--- config.mk ---
export PLATFORM = sky130hd
export DESIGN_NAME = sponge_control_unit
export DESIGN_NICKNAME = d
export VERILOG_FILES = /design/src/rtl/sponge_pkg.sv /design/src/rtl/sponge_round_counter.sv /design/src/rtl/sponge_control_unit.sv
export SDC_FILE = /design/constraint.sdc
export NUM_CORES = 1
export LEC_CHECK = 0
export CAP_MARGIN = 15
export CORE_ASPECT_RATIO = 1.1
export CORE_MARGIN = 1.5
export CORE_UTILIZATION = 55
export DETAILED_ROUTE_END_ITERATION = 6
export PLACE_DENSITY_LB_ADDON = 0.1
export SLEW_MARGIN = 40
export SYNTH_ARGS = -nofsm -noshare
export SYNTH_HDL_FRONTEND = slang
export SYNTH_SLANG_ARGS = --single-unit
--- constraint.sdc ---
create_clock -name clock -period 2.7 [get_ports clock]
set_clock_uncertainty 0.15 [all_clocks]
set_input_delay 0.54 -clock clock [delete_from_list [all_inputs] [get_ports clock]]
set_output_delay 0.54 -clock clock [all_outputs]
set_load 0.005 [all_outputs]
--- src/rtl/sponge_pkg.sv ---
// Shared types and defaults for the Keccak sponge control unit.
package sponge_pkg;

    typedef enum logic [2:0] {
        IDLE    = 3'd0,
        LOAD    = 3'd1,
        ABSORB  = 3'd2,
        PERMUTE = 3'd3,
        SQUEEZE = 3'd4
    } cu_state_t;

    typedef enum logic [1:0] {
        SEL_ROUND = 2'd0,
        SEL_LOAD  = 2'd1,
        SEL_HOLD  = 2'd2,
        SEL_XOR   = 2'd3
    } state_sel_t;

    localparam int DEFAULT_ROUNDS     = 24;
    localparam int DEFAULT_MAX_BLOCKS = 8;
    localparam int DEFAULT_SQ_W       = 8;

endpackage

--- src/rtl/sponge_round_counter.sv ---
// Round index counter for one Keccak permutation: 0..ROUNDS-1, wraps after the last round.
module sponge_round_counter #(
    parameter int ROUNDS = 24,
    localparam int RW = $clog2(ROUNDS)
) (
    input  logic          clock,
    input  logic          reset,
    input  logic          clear,
    input  logic          enable,
    output logic [RW-1:0] round_idx,
    output logic          last_round
);

    logic [RW-1:0] count_reg;

    assign last_round = (count_reg == RW'(ROUNDS - 1));
    assign round_idx  = count_reg;

    // Wrapping to zero leaves the counter ready for the next permutation.
    always_ff @(posedge clock) begin
        if (reset || clear) begin
            count_reg <= '0;
        end else if (enable) begin
            if (last_round) begin
                count_reg <= '0;
            end else begin
                count_reg <= count_reg + RW'(1);
            end
        end
    end

endmodule

--- src/rtl/sponge_control_unit.sv ---
// Keccak sponge sequencer: buffer fill, absorb/permute, programmable squeeze.
// Optional SPONGE_ABORT_EN adds an abort input that drops any operation back to IDLE.
module sponge_control_unit
    import sponge_pkg::*;
#(
    parameter int MAX_BLOCKS = DEFAULT_MAX_BLOCKS,
    parameter int ROUNDS     = DEFAULT_ROUNDS,
    parameter int SQ_W       = DEFAULT_SQ_W,
    localparam int AW = $clog2(MAX_BLOCKS),
    localparam int RW = $clog2(ROUNDS)
) (
    input  logic            clock,
    input  logic            reset,
`ifdef SPONGE_ABORT_EN
    input  logic            abort,
`endif
    input  logic            start,
    input  logic [SQ_W-1:0] squeeze_blocks,
    input  logic            blk_valid,
    input  logic            blk_last,
    output logic            blk_ready,
    output logic [AW-1:0]   wr_addr,
    output logic [AW-1:0]   rd_addr,
    output logic [1:0]      state_sel,
    output logic [RW-1:0]   round_idx,
    output logic            out_valid,
    input  logic            out_ready,
    output logic            out_last,
    output logic            busy,
    output logic            full,
    output logic            done
);

    cu_state_t       state_reg;
    state_sel_t      state_sel_reg;
    logic [SQ_W-1:0] sq_reg;
    logic [SQ_W-1:0] out_cnt_reg;
    logic [AW:0]     nblk_reg;
    logic [AW:0]     blk_idx_reg;
    logic [AW-1:0]   wr_addr_reg;
    logic [AW-1:0]   rd_addr_reg;
    logic            blk_ready_reg;
    logic            out_valid_reg;
    logic            out_last_reg;
    logic            busy_reg;
    logic            done_reg;
    logic            squeezing_reg;

    logic            abort_req;
    logic            wren;
    logic            buf_full_hit;
    logic            blk_final;
    logic [AW:0]     blk_idx_inc;
    logic            blocks_remain;
    logic [SQ_W-1:0] sq_eff;
    logic            last_round;
    logic            cnt_clear;

`ifdef SPONGE_ABORT_EN
    assign abort_req = abort;
`else
    assign abort_req = 1'b0;
`endif

    assign wren          = blk_valid & blk_ready_reg;
    assign buf_full_hit  = (wr_addr_reg == AW'(MAX_BLOCKS - 1));
    // A block landing in the last buffer slot ends the fill even without blk_last.
    assign blk_final     = wren & (blk_last | buf_full_hit);
    assign full          = wren & buf_full_hit & ~blk_last;
    assign blk_idx_inc   = blk_idx_reg + (AW+1)'(1);
    assign blocks_remain = (blk_idx_inc < nblk_reg);
    assign sq_eff        = (squeeze_blocks == '0) ? SQ_W'(1) : squeeze_blocks;
    assign cnt_clear     = abort_req & (state_reg != IDLE);

    sponge_round_counter #(
        .ROUNDS (ROUNDS)
    ) u_round_counter (
        .clock      (clock),
        .reset      (reset),
        .clear      (cnt_clear),
        .enable     (state_reg == PERMUTE),
        .round_idx  (round_idx),
        .last_round (last_round)
    );

    always_ff @(posedge clock) begin
        if (reset || cnt_clear) begin
            state_reg     <= IDLE;
            state_sel_reg <= SEL_HOLD;
            sq_reg        <= SQ_W'(1);
            out_cnt_reg   <= '0;
            nblk_reg      <= '0;
            blk_idx_reg   <= '0;
            wr_addr_reg   <= '0;
            rd_addr_reg   <= '0;
            blk_ready_reg <= 1'b0;
            out_valid_reg <= 1'b0;
            out_last_reg  <= 1'b0;
            busy_reg      <= 1'b0;
            done_reg      <= 1'b0;
            squeezing_reg <= 1'b0;
        end else begin
            done_reg <= 1'b0;
            case (state_reg)
                IDLE: begin
                    if (start) begin
                        sq_reg        <= sq_eff;
                        out_cnt_reg   <= '0;
                        wr_addr_reg   <= '0;
                        blk_idx_reg   <= '0;
                        squeezing_reg <= 1'b0;
                        busy_reg      <= 1'b1;
                        blk_ready_reg <= 1'b1;
                        state_reg     <= LOAD;
                    end
                end
                LOAD: begin
                    if (blk_final) begin
                        nblk_reg      <= {1'b0, wr_addr_reg} + (AW+1)'(1);
                        blk_ready_reg <= 1'b0;
                        blk_idx_reg   <= '0;
                        rd_addr_reg   <= '0;
                        state_sel_reg <= SEL_LOAD;
                        state_reg     <= ABSORB;
                    end else if (wren) begin
                        wr_addr_reg <= wr_addr_reg + AW'(1);
                    end
                end
                ABSORB: begin
                    state_sel_reg <= SEL_ROUND;
                    state_reg     <= PERMUTE;
                end
                PERMUTE: begin
                    if (last_round) begin
                        if (!squeezing_reg && blocks_remain) begin
                            blk_idx_reg   <= blk_idx_inc;
                            rd_addr_reg   <= blk_idx_inc[AW-1:0];
                            state_sel_reg <= SEL_XOR;
                            state_reg     <= ABSORB;
                        end else begin
                            squeezing_reg <= 1'b1;
                            state_sel_reg <= SEL_HOLD;
                            out_valid_reg <= 1'b1;
                            out_last_reg  <= (out_cnt_reg == sq_reg - SQ_W'(1));
                            state_reg     <= SQUEEZE;
                        end
                    end
                end
                SQUEEZE: begin
                    if (out_ready) begin
                        out_valid_reg <= 1'b0;
                        out_last_reg  <= 1'b0;
                        if (out_last_reg) begin
                            done_reg  <= 1'b1;
                            busy_reg  <= 1'b0;
                            state_reg <= IDLE;
                        end else begin
                            out_cnt_reg   <= out_cnt_reg + SQ_W'(1);
                            state_sel_reg <= SEL_ROUND;
                            state_reg     <= PERMUTE;
                        end
                    end
                end
                default: state_reg <= IDLE;
            endcase
        end
    end

    assign blk_ready = blk_ready_reg;
    assign wr_addr   = wr_addr_reg;
    assign rd_addr   = rd_addr_reg;
    assign state_sel = state_sel_reg;
    assign out_valid = out_valid_reg;
    assign out_last  = out_last_reg;
    assign busy      = busy_reg;
    assign done      = done_reg;

endmodule
; Word-level counts from Yosys, hierarchy flattened
; Index checks and enable logic that the tools add are counted.
[word_totals]
output_inout_bits = 19
register_bits = 46
in_bits = 14
wordCells = 119
[classes]
bitwise_logic = 8
n_reduce_logical = 24
n_eq_ne = 17
n_lt_le_gt_ge = 1
add_sub_neg = 6
mux = 48
[op_table]
columns = op, count
row1 = $mux 3, 11
row2 = $mux 8, 4
row3 = $reduce_and 4->1, 7
row4 = $ne 2x2->1 const B, 10
row5 = $mux 4, 4
row6 = $pmux 8 s2, 1
row7 = $pmux 3 s5, 1
row8 = $mux 1, 12
row9 = $pmux 3 s2, 2
row10 = $pmux 4 s3, 1
row11 = $mux 2, 5
row12 = $pmux 1 s2, 5
row13 = $reduce_and 5->1, 2
row14 = $reduce_bool 2->1, 5
row15 = $add 8x1->8 const B, 1
row16 = $eq 8x8->1, 1
row17 = $logic_not 8->1, 1
row18 = $pmux 2 s4, 1
row19 = $sub 8x1->8 const B, 1
row20 = $eq 3x2->1 const B, 2
row21 = $eq 3x3->1 const B, 2
row22 = $add 5x1->5 const B, 1
row23 = $eq 5x5->1 const B, 1
row24 = $mux 5, 1
row25 = other kinds (16), 22

; Longest topological paths before layout
; Gate-level depths: netlist (run 1).
[depth]
ltp_word = 6
ltp_mapped = 9
mapped_depth_nobuf = 9

; Modules after synthesis
; A second synthesis (run 1) with hierarchy kept.
[hier_totals]
hier_cells = 296
area_unflattened_um2 = 2441.1
[by_module_without_submodules]
columns = mod, area_each_um2, instances, seq_area_each_um2, cells_per_inst
row1 = sponge_control_unit, 2204.6, 1, 820.8, 271
row2 = sponge_round_counter, 236.5, 1, 100.1, 25

; Least setup slack after synthesis (run 1)
; No wires, ideal clock.
[synth_timing]
path_kind = flip-flop to flip-flop
from = reg blk_idx_reg[0]
to = reg rd_addr_reg[0], in the netlist rd_addr[0]
t_arrival_ns = 1.867
t_required_ns = 2.491
setup_slack_ns = 0.624
synth_period_minus_slack_ns = 2.076
setup_time_ns = 0.059
path_stages_with_launch = 10
path_buffers = 0
cell_sequence = dfxtp_1 > ha_1 > xnor2_1 > inv_1 > ha_1 > o211ai_1 > o21ai_2 > nor2_1 > nor3_1 > a22o_1
[synth_via]
elab_chain_cells = 5
word_cells_on_any_way = 8
cone_classes = add/sub (1) / order compare (1) / eq/ne (1) / mux (3) / reduce/logical (2)
[synth_rtl]
columns = item, line
row1 = "start, declared", sponge_control_unit.sv:39  ; logic [AW:0] blk_idx_reg;
row2 = "start signal, assigned", sponge_control_unit.sv:136  ; blk_idx_reg <= blk_idx_inc;
row3 = $add 4x1->4 *, sponge_control_unit.sv:70  ; assign blk_idx_inc = blk_idx_reg + (AW+1)'(1);
row4 = $lt 4x4->1, sponge_control_unit.sv:71  ; assign blocks_remain = (blk_idx_inc < nblk_reg);
row5 = $logic_and 1x1->1, sponge_control_unit.sv:135  ; if (!squeezing_reg && blocks_remain) begin
row6 = $ne 2x2->1 (no source line), -
row7 = $reduce_and 4->1 (no source line), -
row8 = "end signal, assigned", sponge_control_unit.sv:137  ; rd_addr_reg <= blk_idx_inc[AW-1:0];
row9 = "end, declared", sponge_control_unit.sv:41  ; logic [AW-1:0] rd_addr_reg;
; Every way passes the cells marked *; elsewhere a longest branch is shown, timed or not. The select of a mux whose other input is x is not followed.
; A chain may end at the register's enable or synchronous reset.

; Worst setup path in the final report (run 1)
[layout_timing]
from = in blk_valid
to = out full
[layout_via]
elab_chain_cells = 3
[layout_rtl]
columns = item, line
row1 = "start, declared", sponge_control_unit.sv:19  ; input logic blk_valid,
row2 = $and 1x1->1, sponge_control_unit.sv:65  ; assign wren = blk_valid & blk_ready_reg;
row3 = $and 1x1->1 (2 in a row), sponge_control_unit.sv:69  ; assign full = wren & buf_full_hit & ~blk_last;
row4 = "end, declared", sponge_control_unit.sv:30  ; output logic full,
; No other way between the ends.

==> results by group, run 1 <==
Outcome
  – Status: finished clean

Logic synthesis
  – Top cells by area, synth: dfxtp_1 (37%), nor2_1 (5.9%), a21oi_1 (4.8%), nand2_1 (4.8%), ha_1 (4.5%)
  – Syn_nets: 318
  – Register area share after synthesis: 37.0%
  – Post-synthesis cell area: 0.00249 mm2
  – Syn Inst Count: 295
  – Synth area leader: dfxtp_1
  – Flops & latches, synth: 46
  – Synth warnings: 0
  – Top-count cell post-synth: dfxtp_1
  – Post-synth cell types: 60
  – Fraction of registers with async set/reset: 0%
  – Post-synth EDFFs: 0
  – Most frequent cells after synthesis: dfxtp_1 (46), nor2_1 (39), nand2_1 (32)
  – Post-synth top area share: 37.0%
  – Primary FF master, synth: dfxtp_1
  – Post-synthesis average cell area: 8.44 um2

Power
  – PD cells: 458 mW/mm2
  – Worst VDD drop: 0.000435 V
  – LEAKAGE: 1.10 nW

Floorplanning
  – Row count: 25
  – Core area: 0.00432 mm2
  – Die height: 73.6 um
  – Full die area: 0.00494 mm2
  – Number of top-level pins: 33
  – Initial Utilization: 57.7%
  – Die width: 67.2 um

Detailed routing
  – Final ANT Viol Nets: 0
  – DRT Pass-1 Iters: 5
  – Vias per inst: 5.66
  – Routed WL: 5.20 mm
  – DRT iter0 DRCs: 97
  – Avg WL per Cell: 13.6 um
  – Via count: 2,169
  – Drc violations: 0

Clocking
  – CTS tree: yes
  – CTS root buffer: clkbuf_8
  – Worst-skew pair later-pin latency: 0.31 ns
  – CTS sink cnt: 46
  – Number of hold buffers added after cts: 0
  – CTS Buf Count: 5
  – Cts repair resizes: 0
  – Depth of the CTS H-tree: 2
  – CTS Buffer Depth: 2
  – Reg clk slew, reported paths: 0.09 ns
  – Setup Fix Bufs, Post-CTS: 0

Critical path
  – Most common cell on crit path: clkdlybuf4s50_1
  – Critical Path Max Stage Delay: 0.53 ns
  – Worst Setup EP: full
  – Reg-to-Reg Start: blk_idx_reg[0]
  – Crit-path slowest cell: clkdlybuf4s50_1
  – Setup crit end kind: primary output
  – Worst setup SP type: primary input
  – Reg2Reg Setup Slack: 0.27 ns
  – Critical Path, Cell by Cell: clkdlybuf4s50_1 -> nand2_1 -> nor3b_1 -> clkdlybuf4s50_1
  – CP Data Arrival Time: 1.81 ns
  – Max FO, Critical Path: 2
  – Worst setup path startpoint: blk_valid
  – Reg2Reg Depth: 9
  – Critical Path RT: 2.01 ns
  – Reg-to-reg critical path endpoint: rd_addr[0]
  – Critical path type: primary input to primary output

STA
  – Endpoints failing setup: 0
  – Final period util: 92.7%
  – Hold Violations, Final: 0
  – RSZ-0062 raised after global routing: false
  – Fin. max-slew vios: 0
  – Post-route setup slack: 0.198 ns
  – Final min period: 2.50 ns
  – Highest Clock Rate: 400 MHz
  – Worst-margin pin slew: 0.596 ns
  – Max-slew headroom: 60.2%
  – Final setup TNS: 0 ns

Global routing
  – First-pass GRT wire length: 8.85 mm
  – Number of antenna violations at the first check in global routing: 0
  – Pin count of the biggest net entering global routing: 18
  – Total GRT Usage: 23.4%
  – Vias in the first global route: 1,998
  – Overflow after GRT: 0

Final layout
  – # diodes: 0
  – Area Growth Syn to Fin: 18.3%
  – Fin util: 68.3%
  – Layout Nets: 351
  – Final Instance Count excl. Fillers: 383
  – Share of post-route cells with drive strength above 1: 8.81%

Placement
  – Placed Instances: 375
  – Final HPWL DP: 3.82 mm
  – GPL Wtd Cong: 0.812
  – Port bufs: 32
  – Pre-CTS setup slack: 0.184 ns

Flow run
  – Max-cap viol count: 0

Hold path
  – Worst min-delay path class: flop to flop
==> worst min path at each step <==
| stage | from | endpoint | slack (ns) | depth (start not counted) |
|---|---|---|---|---|
| after floorplan | nblk_reg[3] | nblk_reg[3] | 0.28 | 2 |
| after global placement | nblk_reg[3] | nblk_reg[3] | 0.30 | 2 |
| after detailed placement | nblk_reg[1] | nblk_reg[1] | 0.30 | 2 |
| after CTS | nblk_reg[1] | nblk_reg[1] | 0.31 | 2 |
| after global routing | nblk_reg[3] | nblk_reg[3] | 0.33 | 2 |
| final | nblk_reg[3] | nblk_reg[3] | 0.31 | 2 |
==> critical path: cells and delay by family <==
| family | cells | cell delay [ns] |
|---|---|---|
| buf+inv | 2 | 1.00 |
| simple gates | 2 | 0.27 |
==> cell usage in the layout, fill, tap and decap left out, types with 8 or more instances in the layout <==
| cell type | synthesis | final |
|---|---|---|
| inv_1 | 11 | 11 |
| nor2_1 | 39 | 39 |
| a22o_1 | 8 | 8 |
| ha_1 | 9 | 9 |
| clkdlybuf4s50_1 | 0 | 32 |
| a21oi_1 | 24 | 24 |
| nand3_1 | 10 | 10 |
| xnor2_1 | 9 | 9 |
| nand2_1 | 32 | 32 |
| xor2_1 | 8 | 8 |
| dfxtp_1 | 46 | 46 |
==> per-layer routing <==
layer	share of wire, %	wire length (um)	global-route usage, %
met5	0	0	0
met4	1.5	76	7.94
met3	4.2	218	4.59
met2	49	2560	39.4
met1	45	2350	29.7
==> cells by family after synthesis <==
kind of cell / count (synthesis) / synth area share [%]
flip-flops: 46 / 37.0
AND/OR/NAND/NOR: 128 / 27.3
buffers and inverters: 24 / 4.62
multiplexers: 5 / 2.01
AO/OA/AOI/OAI: 66 / 18.6
XOR/XNOR: 17 / 5.98
adder cells (fa/ha/maj): 9 / 4.52
==> final cells by class <==
type	count	area, um2
sequential	46	921
timing repair buffer	39	373
tap	54	67.6
multi-input combinational	225	1450
clock buffer	5	68.8
fill	376	1370
clock inverter	3	21.3
inverter	11	41.3
==> per-stage QoR <==
stage               instance area (um2)  power (mW)  hold WS, ns
floorplan                          2490       0.870        0.282
global route                       2950        1.41        0.328
CTS                                2950        1.36        0.314
global placement                   2860       0.938        0.297
finish                             2950        1.35        0.313
detailed placement                 2860       0.940        0.300
==> power breakdown <==
part / total (mW) / internal (mW) / switching (mW) / leakage, nW
Clock: 0.426 / 0.182 / 0.244 / 0.0441
Combinational: 0.201 / 0.0974 / 0.104 / 0.686
Sequential: 0.723 / 0.696 / 0.0273 / 0.373
Power figures use the tool's default switching activity.
==> run 2, diff against run 1 <==
--- a/config.mk
+++ b/config.mk
@@ -10,6 +10,7 @@
 export CORE_MARGIN = 1.5
 export CORE_UTILIZATION = 55
 export DETAILED_ROUTE_END_ITERATION = 6
+export HOLD_SLACK_MARGIN = 0.12
 export PLACE_DENSITY_LB_ADDON = 0.1
 export SLEW_MARGIN = 40
 export SYNTH_ARGS = -nofsm -noshare
==> results of run 2 <==
No change in the layout: final DEF, timing and power equal those of run 1.
